--- src/rtl/alu_instr_encoder.sv ---
// ALU op/field -> 16-bit instruction encoder with a DEPTH-entry output FIFO and valid/ready handshakes.
// Optional ENC_BYPASS_EN: zero-latency pass-through when the FIFO is empty and downstream is ready.
module alu_instr_encoder #(
  parameter int DEPTH = 4,
  parameter int AW    = 2
) (
  input  logic        clk,
  input  logic        rst,
  input  logic        in_valid,
  output logic        in_ready,
  input  logic [4:0]  in_op,
  input  logic [11:0] in_field,
  output logic        out_valid,
  input  logic        out_ready,
  output logic [15:0] out_instr,
  input  logic        err_clr,
  output logic        err_illegal
);

  localparam logic [AW:0] FULL = (AW+1)'(DEPTH);

  logic [15:0]   mem [DEPTH];
  logic [AW-1:0] rd_ptr, wr_ptr;
  logic [AW:0]   count;
  logic [15:0]   enc_word;
  logic          legal, accept, push, pop, fifo_vld, byp;

  always_comb begin
    enc_word = 16'h0000;
    legal    = 1'b1;
    case (in_op)
      5'd0:  enc_word = {4'b0000, in_field};
      5'd1:  enc_word = {4'b0001, in_field};
      5'd2:  enc_word = {4'b0010, in_field};
      5'd3:  enc_word = {4'b0100, in_field};
      5'd4, 5'd5, 5'd6, 5'd7, 5'd8, 5'd9, 5'd10, 5'd11:
        enc_word = {4'b1000, in_field[11:8], 8'd1 << (in_op - 5'd4)};
      // ops 12..14 map to 8'h81..8'h83
      5'd12, 5'd13, 5'd14:
        enc_word = {4'b1000, in_field[11:8], 6'b100000, in_op[1:0] + 2'd1};
      5'd15: enc_word = {4'b1100, in_field};
      5'd16: enc_word = {4'b1101, in_field};
      5'd17: enc_word = {4'b1110, in_field};
      5'd18: enc_word = {4'b1111, in_field};
      default: legal = 1'b0;
    endcase
  end

  assign fifo_vld = (count != '0);
  assign in_ready = (count != FULL);
  assign accept   = in_valid && in_ready;

`ifdef ENC_BYPASS_EN
  assign byp = !fifo_vld && in_valid && legal && out_ready;
`else
  assign byp = 1'b0;
`endif

  assign push      = accept && legal && !byp;
  assign pop       = fifo_vld && out_ready;
  assign out_valid = fifo_vld || byp;
  assign out_instr = byp ? enc_word : (fifo_vld ? mem[rd_ptr] : 16'h0000);

  // Storage carries no reset; count gates visibility of stale entries.
  always_ff @(posedge clk)
    if (push) mem[wr_ptr] <= enc_word;

  always_ff @(posedge clk or negedge rst) begin
    if (!rst) begin
      rd_ptr      <= '0;
      wr_ptr      <= '0;
      count       <= '0;
      err_illegal <= 1'b0;
    end else begin
      if (push) wr_ptr <= wr_ptr + 1'b1;
      if (pop)  rd_ptr <= rd_ptr + 1'b1;
      case ({push, pop})
        2'b10:   count <= count + 1'b1;
        2'b01:   count <= count - 1'b1;
        default: count <= count;
      endcase
      if (err_clr)               err_illegal <= 1'b0;
      else if (accept && !legal) err_illegal <= 1'b1;
    end
  end

endmodule

--- config.mk ---
export PLATFORM = sky130hd
export DESIGN_NAME = alu_instr_encoder
export DESIGN_NICKNAME = d
export VERILOG_FILES = /design/src/rtl/alu_instr_encoder.sv
export SDC_FILE = /design/constraint.sdc
export NUM_CORES = 1
export LEC_CHECK = 0
export BUFFER_PORTS_ARGS = -buffer_cell sky130_fd_sc_hd__buf_2
export CAP_MARGIN = 20
export CORE_MARGIN = 5
export CORE_UTILIZATION = 57
export CTS_BUF_LIST = sky130_fd_sc_hd__clkbuf_4 sky130_fd_sc_hd__clkbuf_8 sky130_fd_sc_hd__clkbuf_16
export DETAILED_ROUTE_END_ITERATION = 7
export GPL_ROUTABILITY_DRIVEN = 0
export PLACE_DENSITY = 0.87
export SKIP_CTS_REPAIR_TIMING = 1
export SYNTH_ARGS = -nofsm -noshare
export SYNTH_HDL_FRONTEND = slang
export SYNTH_SLANG_ARGS = --single-unit
--- constraint.sdc ---
create_clock -name clk -period 2.6 [get_ports clk]
set_clock_uncertainty 0.15 [all_clocks]
set_input_delay 0.52 -clock clk [delete_from_list [all_inputs] [get_ports clk]]
set_output_delay 0.52 -clock clk [all_outputs]
set_load 0.01 [all_outputs]
==> results, run 1 <==
- The number of cells traversed by the worst hold path is 2.
- The critical setup path kind is register to output pin.
- The worst endpoint data arrival time is 1800 ps.
- By count the netlist is led by edfxtp_1 (64), and2_1 (22), mux4_2 (16).
- The placement-stage cell area is 3790 sq um.
- The sort of element at the start of the critical path is a register.
- The number of antenna diodes is 0.
- The number of iterations in the first detailed-routing pass is 5.
- In this run the count of I/O pins placed on the die edge is 41.
- The final count of negative-setup-slack endpoints is 0.
- Including well taps, the total number of placed cells is 333.
- Counting flops with an async set or reset pin after synthesis yields a share of 11.1%.
- The CTS tree is built.
- In the routed layout, each cell is associated on average with a via count of 5.48.
- The number of cells produced by synthesis is 204.
- The signed area change from the synthesized netlist to the final layout is 18.9%.
- The depth of the CTS H-tree is 3.
- The floorplan step set the die height to 86.5 microns.
- For the pin with the worst max-slew slack, the measured transition is 766 ps.
- The power spent charging and discharging nets is 1.08 mW.
- CTS placed an instance of clkbuf_8 at the clock tree root.
- The proportion of total power due to net switching is 30.6%.
- The register clock-pin slew on the reported worst setup and hold paths is 70 ps.
- The die is 86.5 microns wide.
- The final number of max-transition violations was 0.
- The die covers 7480 sq um.
- The unique cell type count in the Yosys netlist is 36.
- The largest total area in the synthesized netlist belongs to edfxtp_1.
- The number of buffers inserted during clock tree synthesis is 9.
- The flow ran to the end, and the final reports show no timing, DRC or antenna violations.
- The areal power density over the cells is 886 nW/um^2.
- Setup slack on the critical path of the routed design comes to 127 ps.
- Summing the sequential cell areas from Yosys gives 63.6% of the chip area.
- Yosys mapped a number of flops with a built-in enable equal to 64.
- Along the worst path, the maximum fanout reaches 16.
- The number of violations of the max-capacitance limit is 0.
- For this design the static power due to leakage is 1.57 nW.
- The sequential cells in the finished layout cover a total of 2120 sq um.
- The peak supply drop is 0.413 mV.
- For this run, the leading register cell type out of synthesis is edfxtp_1.
- Summed over all nets, the half-perimeter wirelength after detailed placement is 4400 microns.
- The multi-input logic area is 1140 sq um.
- In this run, the combinational gates consume 36.8% of the power.
- The share of total power in sequential cells is 41.8%.
- Measured against its own limit, the worst slew margin works out to 48.4%.
- The worst path in the final design needs a cycle of 2470 ps, including I/O delays and setup.
- The via count is 1,918.
- The starting density of the core is 59.5%.
- Summed over all failing endpoints, the final setup total negative slack is 0 ps.
- The final hold violation count is 0.
- The layout has 383 filler cells.
- The post-placement worst setup slack is -162 ps.
- The portion of synthesized cell area occupied by the leading cell type is 57.6%.
- The part of the cycle the worst path needs is 95.1%.
- The insertion delay of the later-clocked pin in the worst-skew pair is 340 ps.
- The count of buffers from port buffering is 40.
- The final wirelength is 6390 microns.
- The pin count of the biggest net entering global routing is 18.
- For this block, the initial DRC count from the detailed router was 105.
- In this run the worst hold path is classified as primary input to register.
- The netlist area before placement is 3340 sq um.
- edfxtp_1 is the most common cell in the netlist.
- The floorplan step defined a core boundary enclosing 5610 sq um.
- Setup repair after global routing left no endpoint under its margin.
- Dividing the detail-routed wire length by the instance count gives 18.2 microns.
- The clock network is responsible for 21.3% of the overall power.
- For the worst setup path, the data required time is 1930 ps.
- The worst setup path is captured at an output pin.
- Counting flops and latches in the post-synthesis netlist gives 72.
- The number of standard cells in the final layout excluding fillers is 350.
- Global routing used 19.1% of the available tracks.
- The depth of the worst register-to-register path is 10.
- The internal power contribution is 2.44 mW.
- No sink is reached through more buffers than the 2 on the longest clock path.
- The via count of the first global-routing pass is 2,043.
- The remaining global-route overflow is 0.
- After detailed routing, the number of remaining DRC violations is 0.
- In the final layout, the share of cells above drive strength 1 is 40.3%.
- In the final design database the tool counted 310 nets.
- By area the synthesized netlist is led by edfxtp_1 (58%), mux4_2 (11%), dfrtp_1 (6.0%).
- With fillers left out, the area of the finished cells amounts to 3970 sq um.
- The hold slack is 171 ps.
- The global-route wire length before repair is 10,400 microns.
- The floorplan has 27 rows.
- The number of antenna violations at the first check in global routing is 0.
- The achievable clock frequency is 404 MHz.
- The final antenna-violating net count is 0.
- During synthesis, Yosys emitted a total of 0 warnings.
- The number of nets produced by synthesis is 241.
- The average cell area after synthesis is 16.4 sq um.
- The clock drives 72 sinks.
[routing by layer]
layer,wire length [microns],share of wire [%],global-route usage (%),vias up
li1,-,-,-,907
met1,2500,39,22.8,947
met2,3470,54,33.4,55
met3,342,5.4,5.23,9
met4,78,1.2,6.37,0
met5,0,0,0,-
[flip-flops by register name (all words and copies together), names as in the netlist]
register	flops
err_illegal	1
mem	64
count	3
rd_ptr	2
wr_ptr	2
[critical path, cell delays in order, from the launching register on]
cell and delay, ps:
dfrtp_1 430, buf_12 210, mux4_2 510, and2_1 180, buf_2 140
[cell usage in the layout, fill, tap and decap left out, drive strengths merged, types with 4 or more instances in the layout]
| cell type | count |
|---|---|
| ha | 14 |
| edfxtp | 64 |
| nand2 | 10 |
| buf | 64 |
| dfrtp | 8 |
| inv | 12 |
| a21oi | 5 |
| mux4 | 16 |
| and2 | 26 |
| nor2 | 4 |
| xnor2 | 4 |
| clkbuf | 12 |
[power by group through the flow]
stage	clock network, mW	registers (mW)	logic [mW]
5_1_grt	0.825	1.49	1.42
3_3_place_gp	0	1.49	1.26
6_report	0.750	1.47	1.29
3_5_place_dp	0	1.49	1.31
2_1_floorplan	0	1.46	0.910
4_1_cts	0.766	1.47	1.32
[cell type report]
| class | instances | area share [%] |
|---|---|---|
| clock buffers | 12 | 3.69 |
| clock inverters | 4 | 0.536 |
| inverters | 12 | 1.14 |
| well taps | 72 | 2.27 |
| flip-flops and latches | 72 | 53.5 |
| multi-input cells | 113 | 28.7 |
| repair buffers | 65 | 10.2 |
[path summary, 6_finish.rpt]
path	from	end	slack, ps
min in group asynchronous	rst	count[1]$_DFFE_PN0P_	410
worst max register to register	count[1]$_DFFE_PN0P_	count[2]$_DFFE_PN0P_	310
worst min register to register	count[2]$_DFFE_PN0P_	count[2]$_DFFE_PN0P_	330
worst min-delay path	err_clr	err_illegal$_DFFE_PN0P_	170
max in group asynchronous	rst	rd_ptr[1]$_DFFE_PN0P_	1710
worst max-delay path	rd_ptr[0]$_DFFE_PN0P_	out_instr[5]	130
[cell families after synthesis]
kind of cell	share of synthesized area, %
flops	63.6
simple gates	10.7
buf+inv	2.70
compound gates	4.05
mux	11.3
fa+ha+maj	5.85
xor+xnor	1.84
[per-stage QoR]
stage / utilization [%] / total power [mW]
after floorplan: - / 2.37
after global placement: 67.6 / 2.75
after detailed placement: 67.6 / 2.81
after CTS: 70.5 / 3.56
after global routing: 70.7 / 3.73
final: 70.7 / 3.51
Power figures use the tool's default switching activity.
==> run 2: changes to the inputs <==
- CORE_UTILIZATION: 57 -> 40
- PLACE_DENSITY: 0.87 -> 0.68
==> results, run 2 (same netlist as run 1, synthesis figures left out) <==
- The utilization after layout is 49.5% (was 70.7%).
- The cell class contributing the biggest share of worst-path delay is multiplexers (unchanged).
- The peak supply drop came to 0.507 mV (was 0.413 mV).
- The final number of max-transition violations is 0 (unchanged).
- The placed wire-length estimate is 4280 microns (was 4400 microns).
- The number of buffers inserted during clock tree synthesis was 9 (unchanged).
- The slowest cell on the critical path is mux4_2 (unchanged).
- The overall fraction of global-route tracks in use is 13.3% (was 19.1%).
- The number of flip-flops under the largest register name was 64 (unchanged).
- The number of violations of the max-capacitance limit is 0 (unchanged).
- The register clock-pin slew on the reported worst setup and hold paths is 80 ps (was 70 ps).
- The element type at the critical path end is an output pin (unchanged).
- The critical setup path kind is register to output pin (unchanged).
- The global-route wire length before repair is 10,100 microns (was 10,400 microns).
- The sum of met2 wire segment lengths after detailed routing is 3120 microns (was 3470 microns).
- The leakage power summed over all cells is 1.58 nW (was 1.57 nW).
- The starting density of the core was 40.8% (was 59.5%).
- The final count of negative-setup-slack endpoints came to 0 (unchanged).
- Crit-path cells: buf_12 -> mux4_2 -> and2_1 -> buf_2 (unchanged).
- The pin count of the biggest net entering global routing is 18 (unchanged).
- The final hold violation count came to 0 (unchanged).
- The slew of the pin with the lowest slew margin is 842 ps (was 766 ps).
- Status: complete, no violations (unchanged).
- The sort of element at the start of the critical path is a register (unchanged).
- Largest registers: mem (64), count (3) (unchanged).
- The maximum number of buffers from clock root to sink came to 2 (unchanged).
- The via count normalized by instance count is 4.96 (was 5.48).
- The highest net fanout along the worst path is 10 (was 16).
- The floorplan die area is 10,300 sq um (was 7480 sq um).
- The number of antenna diodes is 0 (unchanged).
- The wire length on met1 is 2710 microns (was 2500 microns).
- The remaining global-route overflow came to 0 (unchanged).
- The normalized max-slew margin is 43.4% (was 48.4%).
- The number of standard cells in the final layout excluding fillers is 381 (was 350).
- The signed area change from the synthesized netlist to the final layout is 21.3% (was 18.9%).
- The achievable clock frequency came to 401 MHz (was 404 MHz).
- The largest register by flop count is mem (unchanged).
- The vertical die dimension came to 101 microns (was 86.5 microns).
- The area of the core is 8180 sq um (was 5610 sq um).
- The net total in the final layout is 308 (was 310).
- The critical path buffer and inverter count is 2 (unchanged).
- The CTS tree is built (unchanged).
- The remaining design rule violation count is 0 (unchanged).
- The insertion delay of the later-clocked pin in the worst-skew pair is 350 ps (was 340 ps).
- The minimum clock period is 2490 ps (was 2470 ps).
- The instance count after placement with tap cells included is 364 (was 333).
- The width of the die is 101 microns (was 86.5 microns).
- The placement-stage cell area is 3810 sq um (was 3790 sq um).
- The final wirelength is 6220 microns (was 6390 microns).
- The initial detailed-routing violation count is 100 (was 105).
- The depth of the CTS H-tree is 3 (unchanged).
- The number of cell rows is 33 (was 27).
- The worst endpoint data arrival time is 1820 ps (was 1800 ps).
- The via count of the first global-routing pass is 1,968 (was 2,043).
- The number of clock sinks seen by CTS is 72 (unchanged).
- The library cell used as clock root buffer is clkbuf_8 (unchanged).
- The routed wirelength normalized by instance count is 16.3 microns (was 18.2 microns).
- Most used cells in the layout excluding fill and tap cells: edfxtp_1 (64), buf_2 (40), and2_1 (22) (was edfxtp_1 (64), buf_2 (40), buf_4 (23)).
- The ratio of cells with drive above 1 in the final layout is 40.6% (was 40.3%).
- The count of buffers from port buffering is 40 (unchanged).
- Unrepaired setup endpoints after global routing: no (unchanged).
- The part of the cycle the worst path needs is 95.9% (was 95.1%).
- The peak per-stage delay on the critical path is 540 ps (was 510 ps).
- The number of iterations in the first detailed-routing pass came to 4 (was 5).
- The areal power density over the cells is 920 nW/um^2 (was 886 nW/um^2).
- The total of fill cells in the finished design is 712 (was 383).
- The post-route cell area is 4050 sq um (was 3970 sq um).
- The top routing layer in use is met4 (unchanged).
- The number of antenna violations at the first check in global routing came to 0 (unchanged).
- The met3 wirelength from detailed routing is 273 microns (was 342 microns).
- The final antenna-violating net count is 0 (unchanged).
- The leading cell type in the layout, fill and taps excluded is edfxtp_1 (unchanged).
- The I/O pin count was 41 (unchanged).
- The via count is 1,888 (was 1,918).
- The path type of the worst min-delay path was primary input to register (unchanged).
- The required arrival time at the worst endpoint came to 1930 ps (about the same).
[run 2: final timing paths]
path	slack, ps	end	startpoint	cells after the start
worst max-delay path	110	out_instr[12]	rd_ptr[0]$_DFFE_PN0P_	4
worst min-delay path	160	err_illegal$_DFFE_PN0P_	err_clr	2
worst max register to register	350	count[2]$_DFFE_PN0P_	count[0]$_DFFE_PN0P_	10
worst min register to register	340	count[2]$_DFFE_PN0P_	count[2]$_DFFE_PN0P_	1
max in group asynchronous	1710	rd_ptr[0]$_DFFE_PN0P_	rst	2
min in group asynchronous	390	count[0]$_DFFE_PN0P_	rst	2
[run 2: where the power goes]
part	internal, mW	switching [mW]
logic	0.670	0.621
registers	1.40	0.0757
clock network	0.541	0.416
[run 2: worst reg2reg max path, stage by stage (launching register included)]
cell	delay, ps
dfrtp_1	420
or3b_1	380
nand2_1	150
nor3_4	60
inv_1	60
ha_2	170
inv_1	50
fa_2	330
xor2_1	150
nor2_1	130
xor2_1	150
[run 2: metrics by stage]
step	setup slack, ps	total power [mW]	hold slack, ps	TNS [ps]
2_1_floorplan	8.71	2.37	74.4	0
3_3_place_gp	-116	2.80	225	-247
3_5_place_dp	-170	2.82	230	-718
4_1_cts	9.55	3.77	-150	0
5_1_grt	42.4	3.94	173	0
6_report	105	3.72	161	0
[run 2: layer usage]
metal | vias up | track usage [%]
met3 | 9 | 2.34
met4 | 0 | 7.98
met5 | - | 0
li1 | 901 | -
met2 | 46 | 21.2
met1 | 932 | 17.0
[run 2: final cells by class]
type / count / area (sq um) / share of cell area [%]
inverter: 12 / 45.0 / 1.11
multi-input combinational: 113 / 1140 / 28.1
sequential: 72 / 2120 / 52.5
timing repair buffer: 63 / 388 / 9.59
tap: 105 / 131 / 3.25
clock buffer: 9 / 124 / 3.06
clock inverter: 7 / 96.3 / 2.38
==> run 3: changes to the inputs <==
- CAP_MARGIN: 20 -> unset
- GPL_TIMING_DRIVEN: unset -> 0
- HOLD_SLACK_MARGIN: unset -> 0.1
==> results, run 3 (same netlist as run 1, synthesis figures left out) <==
- Status: complete, no violations (unchanged).
- The via count normalized by instance count is 4.98 (was 4.96).
- The cell class contributing the biggest share of worst-path delay was buffers and inverters (was multiplexers).
- The floorplan die area was 10,300 sq um (unchanged).
- The required arrival time at the worst endpoint was 1930 ps (about the same).
- The area of the core is 8180 sq um (unchanged).
- The overall fraction of global-route tracks in use came to 13.0% (was 13.3%).
- The width of the die came to 101 microns (unchanged).
- The library cell used as clock root buffer is clkbuf_8 (unchanged).
- The placed wire-length estimate is 4200 microns (was 4280 microns).
- The minimum clock period was 2500 ps (was 2490 ps).
- The highest net fanout along the worst path is 10 (unchanged).
- The slew of the pin with the lowest slew margin is 758 ps (was 842 ps).
- The vertical die dimension came to 101 microns (unchanged).
- The initial detailed-routing violation count is 89 (was 100).
- The insertion delay of the later-clocked pin in the worst-skew pair is 340 ps (was 350 ps).
- The final antenna-violating net count is 0 (unchanged).
- The leakage power summed over all cells was 1.50 nW (was 1.58 nW).
- The sort of element at the start of the critical path is a register (unchanged).
- The routed wirelength normalized by instance count came to 16.9 microns (was 16.3 microns).
- The total of fill cells in the finished design is 724 (was 712).
- The achievable clock frequency came to 400 MHz (was 401 MHz).
- The final hold violation count is 0 (unchanged).
- The number of flip-flops under the largest register name is 64 (unchanged).
- The peak per-stage delay on the critical path is 330 ps (was 540 ps).
- The number of clock sinks seen by CTS came to 72 (unchanged).
- The largest register by flop count is mem (unchanged).
- The element type at the critical path end is an output pin (unchanged).
- The cell that appears most often on the critical path is buf_2.
- The net total in the final layout is 294 (was 308).
- The part of the cycle the worst path needs came to 96.1% (was 95.9%).
- The final wirelength is 6220 microns (about the same).
- The power after layout came to 3.71 mW (was 3.72 mW).
- The multi-input logic area is 1160 sq um (was 1140 sq um).
- The number of antenna diodes came to 0 (unchanged).
- The starting density of the core is 40.8% (unchanged).
- The hold slack is 170 ps (was 161 ps).
- The register area was 2120 sq um (about the same).
- The signed area change from the synthesized netlist to the final layout was 19.1% (was 21.3%).
- The critical setup path kind is register to output pin (unchanged).
- The via count is 1,826 (was 1,888).
- The path type of the worst min-delay path is primary input to register (unchanged).
- Largest registers: mem (64), count (3) (unchanged).
- The number of violations of the max-capacitance limit is 0 (unchanged).
- The remaining design rule violation count is 0 (unchanged).
- The post-route worst setup slack is 102 ps (was 105 ps).
- The post-placement worst setup slack is -306 ps (was -170 ps).
- The global-route wire length before repair was 9870 microns (was 10,100 microns).
- The maximum number of buffers from clock root to sink was 2 (unchanged).
- The final count of negative-setup-slack endpoints was 0 (unchanged).
- The worst endpoint data arrival time is 1830 ps (was 1820 ps).
- The number of antenna violations at the first check in global routing was 0 (unchanged).
- The leading cell type in the layout, fill and taps excluded is edfxtp_1 (unchanged).
- The count of buffers from port buffering is 39 (was 40).
- Most used cells in the layout excluding fill and tap cells: edfxtp_1 (64), buf_2 (39), and2_1 (22) (was edfxtp_1 (64), buf_2 (40), and2_1 (22)).
- The remaining global-route overflow is 0 (unchanged).
- The peak supply drop came to 0.469 mV (was 0.507 mV).
- The register clock-pin slew on the reported worst setup and hold paths is 80 ps (about the same).
- The critical path buffer and inverter count was 3 (was 2).
- The utilization after layout came to 48.6% (was 49.5%).
- The depth of the CTS H-tree was 3 (unchanged).
- The ratio of cells with drive above 1 in the final layout is 39.7% (was 40.6%).
- The number of cell rows came to 33 (unchanged).
- Unrepaired setup endpoints after global routing: no (unchanged).
- The slowest cell on the critical path is mux4_2 (unchanged).
- The I/O pin count was 41 (unchanged).
- The CTS tree is built (unchanged).
- The pin count of the biggest net entering global routing came to 17 (was 18).
- Crit-path cells: buf_2 -> clkbuf_4 -> mux4_2 -> and2_1 -> buf_2 (was buf_12 -> mux4_2 -> and2_1 -> buf_2).
- The normalized max-slew margin is 49.0% (was 43.4%).
- The final number of max-transition violations came to 0 (unchanged).
- The areal power density over the cells is 933 nW/um^2 (was 920 nW/um^2).
- The via count of the first global-routing pass came to 1,943 (was 1,968).
- The number of iterations in the first detailed-routing pass was 4 (unchanged).
- The number of buffers inserted during clock tree synthesis is 9 (unchanged).
[run 3: cell count changes in the layout (fill, tap and decap cells not counted), sizes merged]
| cell | delta |
|---|---|
| clkinvlp | +1 |
| clkinv | -3 |
| buf | -16 |
| inv | +3 |
| clkbuf | +2 |
| bufinv | -1 |
[run 3: where the power goes]
part / internal [mW] / switching [mW]
clock: 0.455 / 0.436
sequential: 1.40 / 0.0616
combinational: 0.708 / 0.650
[run 3: cell type report]
class                   instances  share of cell area (%)
clock buffers                   9                    3.12
plain buffers                   6                    1.57
clock inverters                 7                    1.98
multi-input cells             113                    29.3
repair buffers                 43                    6.17
well taps                     105                    3.31
inverters                      12                    1.13
flip-flops and latches         72                    53.4
[run 3: stage by stage]
stage | instance area [sq um] | setup TNS, ps | cells
finish | 3970 | 0 | 367
global route | 3970 | 0 | 367
CTS | 3880 | -1340 | 364
detailed placement | 3680 | -498 | 348
global placement | 3680 | -492 | 348
floorplan | 3350 | 0 | 204
[run 3: layer usage]
metal  wire length (microns)  track usage, %  up-vias  share of wire (%)
met5                       0               0        -                  0
met3                     258            2.27        6                4.2
met2                    3090            22.5       39                 50
met4                      93            6.13        0                1.5
met1                    2780            15.7      903                 45
li1                        -               -      878                  -
[run 3: worst paths after layout]
kind	depth (start not counted)	from	endpoint	slack [ps]
worst min-delay path	2	err_clr	err_illegal$_DFFE_PN0P_	170
max in group asynchronous	2	rst	rd_ptr[0]$_DFFE_PN0P_	1720
min in group asynchronous	2	rst	err_illegal$_DFFE_PN0P_	410
worst max register to register	10	count[1]$_DFFE_PN0P_	count[2]$_DFFE_PN0P_	270
worst min register to register	1	count[2]$_DFFE_PN0P_	count[2]$_DFFE_PN0P_	340
worst max-delay path	5	rd_ptr[1]$_DFFE_PN0P_	out_instr[12]	100
